--- src/rtl/mm_sequencer.sv ---
// -----------------------------------------------------------------------------
// mm_sequencer
//
// Control sequencer for a matrix-multiply datapath computing C = A x B for
// square N x N row-major matrices. It walks (i, j, k) with k innermost, issues
// A/B read addresses, drives an external multiply-accumulate unit one cycle
// later, and writes each finished dot product to C two cycles after its last
// read.
//
// Parameters
//   N        matrix dimension (N >= 2)
//   AW       address width, $clog2(N*N) (derived, not overridable)
//
// Ports
//   CLOCK_50 in   sole clock, rising edge
//   KEY0     in   asynchronous active-low reset
//   start    in   begin a multiply (sampled only while idle)
//   abort    in   cancel a run in progress; beats start
//   rd_en    out  A/B read strobe
//   a_addr   out  A address = i*N+k
//   b_addr   out  B address = k*N+j
//   mac_en   out  MAC consumes the product of the current read data
//   mac_clr  out  with mac_en: MAC loads the product instead of adding it
//   c_we     out  write MAC accumulator to C
//   c_addr   out  C address = i*N+j
//   busy     out  run in progress
//   done     out  one-cycle completion pulse
// -----------------------------------------------------------------------------
module mm_sequencer #(
    parameter  int N  = 4,
    localparam int AW = $clog2(N * N)
) (
    input  logic          CLOCK_50,
    input  logic          KEY0,
    input  logic          start,
    input  logic          abort,
    output logic          rd_en,
    output logic [AW-1:0] a_addr,
    output logic [AW-1:0] b_addr,
    output logic          mac_en,
    output logic          mac_clr,
    output logic          c_we,
    output logic [AW-1:0] c_addr,
    output logic          busy,
    output logic          done
);

    localparam int CW = $clog2(N);

    typedef enum logic [1:0] {
        IDLE  = 2'd0,
        RUN   = 2'd1,
        DRAIN = 2'd2
    } state_t;

    state_t          state_reg;

    // Indices of the issue currently presented on a_addr/b_addr.
    logic [CW-1:0]   i_reg;
    logic [CW-1:0]   j_reg;
    logic [CW-1:0]   k_reg;
    logic [CW-1:0]   i_next;
    logic [CW-1:0]   j_next;
    logic [CW-1:0]   k_next;
    logic            last_issue;

    // Second DRAIN cycle marker.
    logic            drain_reg;

    // Stage-1 side information travelling alongside mac_en, needed by stage 2.
    logic            s1_last_reg;
    logic [AW-1:0]   s1_caddr_reg;

    // Row-major linear address of (row, col).
    function automatic logic [AW-1:0] lin_addr(input logic [CW-1:0] row,
                                               input logic [CW-1:0] col);
        return AW'(row) * AW'(N) + AW'(col);
    endfunction

    // Next (i, j, k) in loop order: k innermost, then j, then i.
    always_comb begin
        k_next = k_reg;
        j_next = j_reg;
        i_next = i_reg;
        if (k_reg == CW'(N - 1)) begin
            k_next = '0;
            if (j_reg == CW'(N - 1)) begin
                j_next = '0;
                i_next = (i_reg == CW'(N - 1)) ? '0 : i_reg + 1'b1;
            end else begin
                j_next = j_reg + 1'b1;
            end
        end else begin
            k_next = k_reg + 1'b1;
        end
        last_issue = (i_reg == CW'(N - 1)) && (j_reg == CW'(N - 1)) &&
                     (k_reg == CW'(N - 1));
    end

    always_ff @(posedge CLOCK_50 or negedge KEY0) begin
        if (!KEY0) begin
            state_reg    <= IDLE;
            i_reg        <= '0;
            j_reg        <= '0;
            k_reg        <= '0;
            drain_reg    <= 1'b0;
            s1_last_reg  <= 1'b0;
            s1_caddr_reg <= '0;
            rd_en        <= 1'b0;
            a_addr       <= '0;
            b_addr       <= '0;
            mac_en       <= 1'b0;
            mac_clr      <= 1'b0;
            c_we         <= 1'b0;
            c_addr       <= '0;
            busy         <= 1'b0;
            done         <= 1'b0;
        end else if (abort && (state_reg != IDLE)) begin
            // Cancel: drop every strobe next cycle and empty the pipeline.
            // Addresses keep their last value.
            state_reg   <= IDLE;
            i_reg       <= '0;
            j_reg       <= '0;
            k_reg       <= '0;
            drain_reg   <= 1'b0;
            s1_last_reg <= 1'b0;
            rd_en       <= 1'b0;
            mac_en      <= 1'b0;
            mac_clr     <= 1'b0;
            c_we        <= 1'b0;
            busy        <= 1'b0;
            done        <= 1'b0;
        end else begin
            // Stage 1: the read issued last cycle has its data on the bus now.
            mac_en       <= rd_en;
            mac_clr      <= rd_en && (k_reg == '0);
            s1_last_reg  <= rd_en && (k_reg == CW'(N - 1));
            s1_caddr_reg <= lin_addr(i_reg, j_reg);

            // Stage 2: accumulator now holds the finished dot product.
            c_we <= s1_last_reg;
            if (s1_last_reg) begin
                c_addr <= s1_caddr_reg;
            end

            done <= 1'b0;

            case (state_reg)
                IDLE: begin
                    if (start && !abort) begin
                        state_reg <= RUN;
                        busy      <= 1'b1;
                        rd_en     <= 1'b1;
                        i_reg     <= '0;
                        j_reg     <= '0;
                        k_reg     <= '0;
                        a_addr    <= '0;
                        b_addr    <= '0;
                    end
                end
                RUN: begin
                    if (last_issue) begin
                        state_reg <= DRAIN;
                        rd_en     <= 1'b0;
                        drain_reg <= 1'b0;
                    end else begin
                        i_reg  <= i_next;
                        j_reg  <= j_next;
                        k_reg  <= k_next;
                        a_addr <= lin_addr(i_next, k_next);
                        b_addr <= lin_addr(k_next, j_next);
                    end
                end
                DRAIN: begin
                    // Two cycles: lets the last product reach the MAC and
                    // the last C write go out before reporting done.
                    if (drain_reg) begin
                        state_reg <= IDLE;
                        busy      <= 1'b0;
                        done      <= 1'b1;
                    end else begin
                        drain_reg <= 1'b1;
                    end
                end
                default: begin
                    state_reg <= IDLE;
                end
            endcase
        end
    end

endmodule

--- config.mk ---
export PLATFORM = sky130hd
export DESIGN_NAME = mm_sequencer
export DESIGN_NICKNAME = d
export VERILOG_FILES = /design/src/rtl/mm_sequencer.sv
export SDC_FILE = /design/constraint.sdc
export NUM_CORES = 1
export LEC_CHECK = 0
export ABC_AREA = 0
export BUFFER_PORTS_ARGS = -buffer_cell sky130_fd_sc_hd__buf_2
export CORE_MARGIN = 4
export CORE_UTILIZATION = 40
export DETAILED_ROUTE_END_ITERATION = 10
export PLACE_DENSITY = 0.58
export SYNTH_ARGS = -nofsm -noshare
export SYNTH_HDL_FRONTEND = slang
export SYNTH_SLANG_ARGS = --single-unit
export TNS_END_PERCENT = 20
--- constraint.sdc ---
create_clock -name CLOCK_50 -period 2.05 [get_ports CLOCK_50]
set_clock_uncertainty 0.1 [all_clocks]
set_input_delay 0.205 -clock CLOCK_50 [delete_from_list [all_inputs] [get_ports CLOCK_50]]
set_output_delay 0.205 -clock CLOCK_50 [all_outputs]
set_load 0.005 [all_outputs]
==> results by group <==
Worst setup path
  – CP arrival: slightly below 2 ns
  – R2R cell count: 4
  – CP max-delay cell: a2111o_1
  – Buf/Inv on CP: 0
  – Reg2Reg Setup Slack: 0.19 ns
  – Critical path class: flop to flop
  – Critical-path maximum fanout: 7
  – R2r endpoint: b_addr[3]
  – FF-to-FF Start: j_reg[0]
  – Worst path cell trace: ha_1 > and3_4 > a2111o_1 > a22o_1
  – WP depth: 4
  – Worst EP required: 2.15 ns
  – CP top delay family: compound AO/OA/AOI/OAI gates
  – Delay of the slowest cell on the worst path: approximately 0.5 ns
  – Endpoint class of the critical path: flop
  – Critical Path Start Type: flop

GRT
  – Largest net degree at the start of global routing: 31
  – First-pass GRT wire length: 4510 um
  – GRT overflow: 0
  – Antenna violations before repair: 0
  – Number of global-route vias before repair: 967
  – GRT Overall Usage: 14.1%

Clock network
  – TritonCTS Sinks: 30
  – Clock Path Buffers: 2
  – Clock-pin transition on the worst setup and hold timing paths: about 0.09 ns
  – H-tree levels: 2
  – Inserted Clock Buffers: 5
  – Post-CTS Setup Inserts: 0
  – Clock Root Buffer: clkbuf_4
  – Worst-skew pair later-pin latency: 0.31 ns
  – CTS tree: built

Power and ir drop
  – PD cells: 754 mW/mm^2
  – Clk network pwr share: 31.1%
  – Internal power: 858 uW
  – Switching power total: 294 uW
  – Switching share of total power: 25.5%
  – Peak supply drop: 392 uV
  – P_leak: a little over 0.8 nW
  – Share of total power in combinational logic: 12.1%
  – Reg power frac: 56.8%

Worst hold path
  – Hold Crit Start: start
  – Hold EP: busy
  – Hold Crit Class: input port to flop
  – WHS Path Cells: 4

Die
  – Die X: 65.1 um
  – IO Pins: 22
  – DIE HEIGHT: 65.1 um
  – Starting density of the core: 42.3%
  – Core Region: a little over 0.003 mm^2
  – Row cnt: 20
  – Total Die Area: 0.00423 mm^2

Timing
  – Worst relative slew slack: 56.5%
  – Final setup fails: 0
  – Fin. max-slew vios: 0
  – F_max: 538 MHz
  – Setup TNS: 0 ns
  – Unrepaired setup endpoints after global routing: no
  – Worst slew pin tran: 0.653 ns
  – Hold Fails Final Rpt: 0
  – Fin crit share: ~90%
  – Final min period: 1.86 ns

Synthesis
  – Top post-synthesis cells by area: dfrtp_1 58%, mux2_2 6.9%, o2bb2ai_1 4.0%
  – Synth top area share: around 58%
  – Synth Net Count: around 110
  – Distinct cells, synth: 34
  – Top FF cell, synth: dfrtp_1
  – Yosys warns: 0
  – Synth area leader: dfrtp_1
  – Seq/Total Area, Yosys: 57.6%
  – Post-Syn Area: 0.00130 mm^2
  – Synthesized instance count: 103
  – EDFF count, synth: 0
  – Synth async-reset ratio: 100%
  – FF+latch count, synth: 30
  – Avg Cell Area, Syn: around 13 um^2

Drt
  – Final ANT Viol Nets: 0
  – DRC errors left: 0
  – Wire per inst: 14.3 um
  – Initial DRC count: 28
  – Via count: 869
  – First-pass DRT Iterations: 4
  – Via density: a little under 5
  – Detailed Route WL: 2520 um

Layout
  – Final core utilization: 49.7%
  – Storage element area: 751 um^2
  – Area Overhead vs Synth: 17.4%
  – N_diodes: 0
  – # fillers: 293
  – Most frequent cells in the layout: 30 x dfrtp_1, 21 x buf_2, 8 x mux2_2
  – Ratio of cells with drive above 1 in the final layout: 32.6%
  – Commonest non-fill, non-tap cell in the layout: dfrtp_1
  – Multi-input logic area: 493 um^2
  – # nets final: roughly 140

Flow run
  – Max-cap viol count: 0

Outcome
  – Status: finished clean

Place
  – GPL Wtd Cong: 0.878
  – DP HPWL: approximately 1900 um
  – # port buffers: 21
timing repair:
item,CTS,global route
hold endpoints to repair,31,0
hold buffers,2,0
gates resized for setup,0,0
cell families (layout without fill, tap and decap cells):
group	count (synthesis)	count (layout)	synth area share (%)
DFF	30	30	57.6
AOI/OAI and AO/OA	23	23	14.7
and+or+nand+nor	23	23	9.41
muxes	11	11	9.22
buffers and inverters	11	40	4.51
adders and majority gates	4	4	3.84
xor gates and xnor gates	1	1	0.673
layer usage:
metal,share of wire [%],track usage [%]
met3,4.6,5.37
met2,47,21.6
met4,1.1,7.51
met5,0,0
met1,47,17.0
worst register-to-register path: cells and delay by family, from the launching register on:
kind	cells	cell delay, ns
AOI/OAI and AO/OA	2	0.78
adders and majority gates	1	0.27
DFF	1	0.43
and+or+nand+nor	1	0.17
layout make-up:
cell class	instances	share of cell area, %
inverter	6	1.47
sequential	30	49.1
timing repair buffer	26	9.66
clock buffer	7	3.60
clock inverter	1	0.327
multi-input combinational	62	32.2
tap	44	3.60
synth_stat cells, types with 2 or more instances:
cell,n
dfrtp_1,30
mux2_2,8
ha_1,4
o21ai_0,3
a22o_1,4
nor2_1,6
o2bb2ai_1,6
and3_1,2
mux2i_1,3
nor2b_1,2
nand2_1,5
nand3_1,2
inv_1,6
buf_4,2
worst max-delay path by stage:
stage	start	end	slack, ns
after CTS	j_reg[0]	b_addr[3]	0.20
after global placement	j_reg[0]	a_addr[0]	0.27
after detailed placement	j_reg[0]	b_addr[3]	0.21
after global routing	j_reg[0]	a_addr[0]	0.14
final	j_reg[0]	b_addr[3]	0.19
after floorplan	k_reg[0]	a_addr[0]	0.24
power by group through the flow:
| stage | Combinational (mW) | Clock (mW) | Sequential, mW |
|---|---|---|---|
| 6_report | 0.139 | 0.358 | 0.655 |
| 4_1_cts | 0.142 | 0.378 | 0.655 |
| 5_1_grt | 0.159 | 0.405 | 0.661 |
| 2_1_floorplan | 0.0829 | 0 | 0.661 |
| 3_5_place_dp | 0.139 | 0 | 0.665 |
| 3_3_place_gp | 0.136 | 0 | 0.665 |
through the flow:
| stage | area (um^2) | instances | setup WS [ns] | power (mW) | hold WS [ns] |
|---|---|---|---|---|---|
| 3_3_place_gp | 1450 | 166 | 0.269 | 0.800 | 0.170 |
| 5_1_grt | 1530 | 176 | 0.142 | 1.23 | 0.313 |
| 4_1_cts | 1530 | 176 | 0.195 | 1.18 | 0.265 |
| 3_5_place_dp | 1450 | 166 | 0.213 | 0.805 | 0.178 |
| 6_report | 1530 | 176 | 0.192 | 1.15 | 0.295 |
| 2_1_floorplan | 1300 | 103 | 0.240 | 0.743 | -0.191 |
Note: power is estimated with default switching activity, not from simulation.
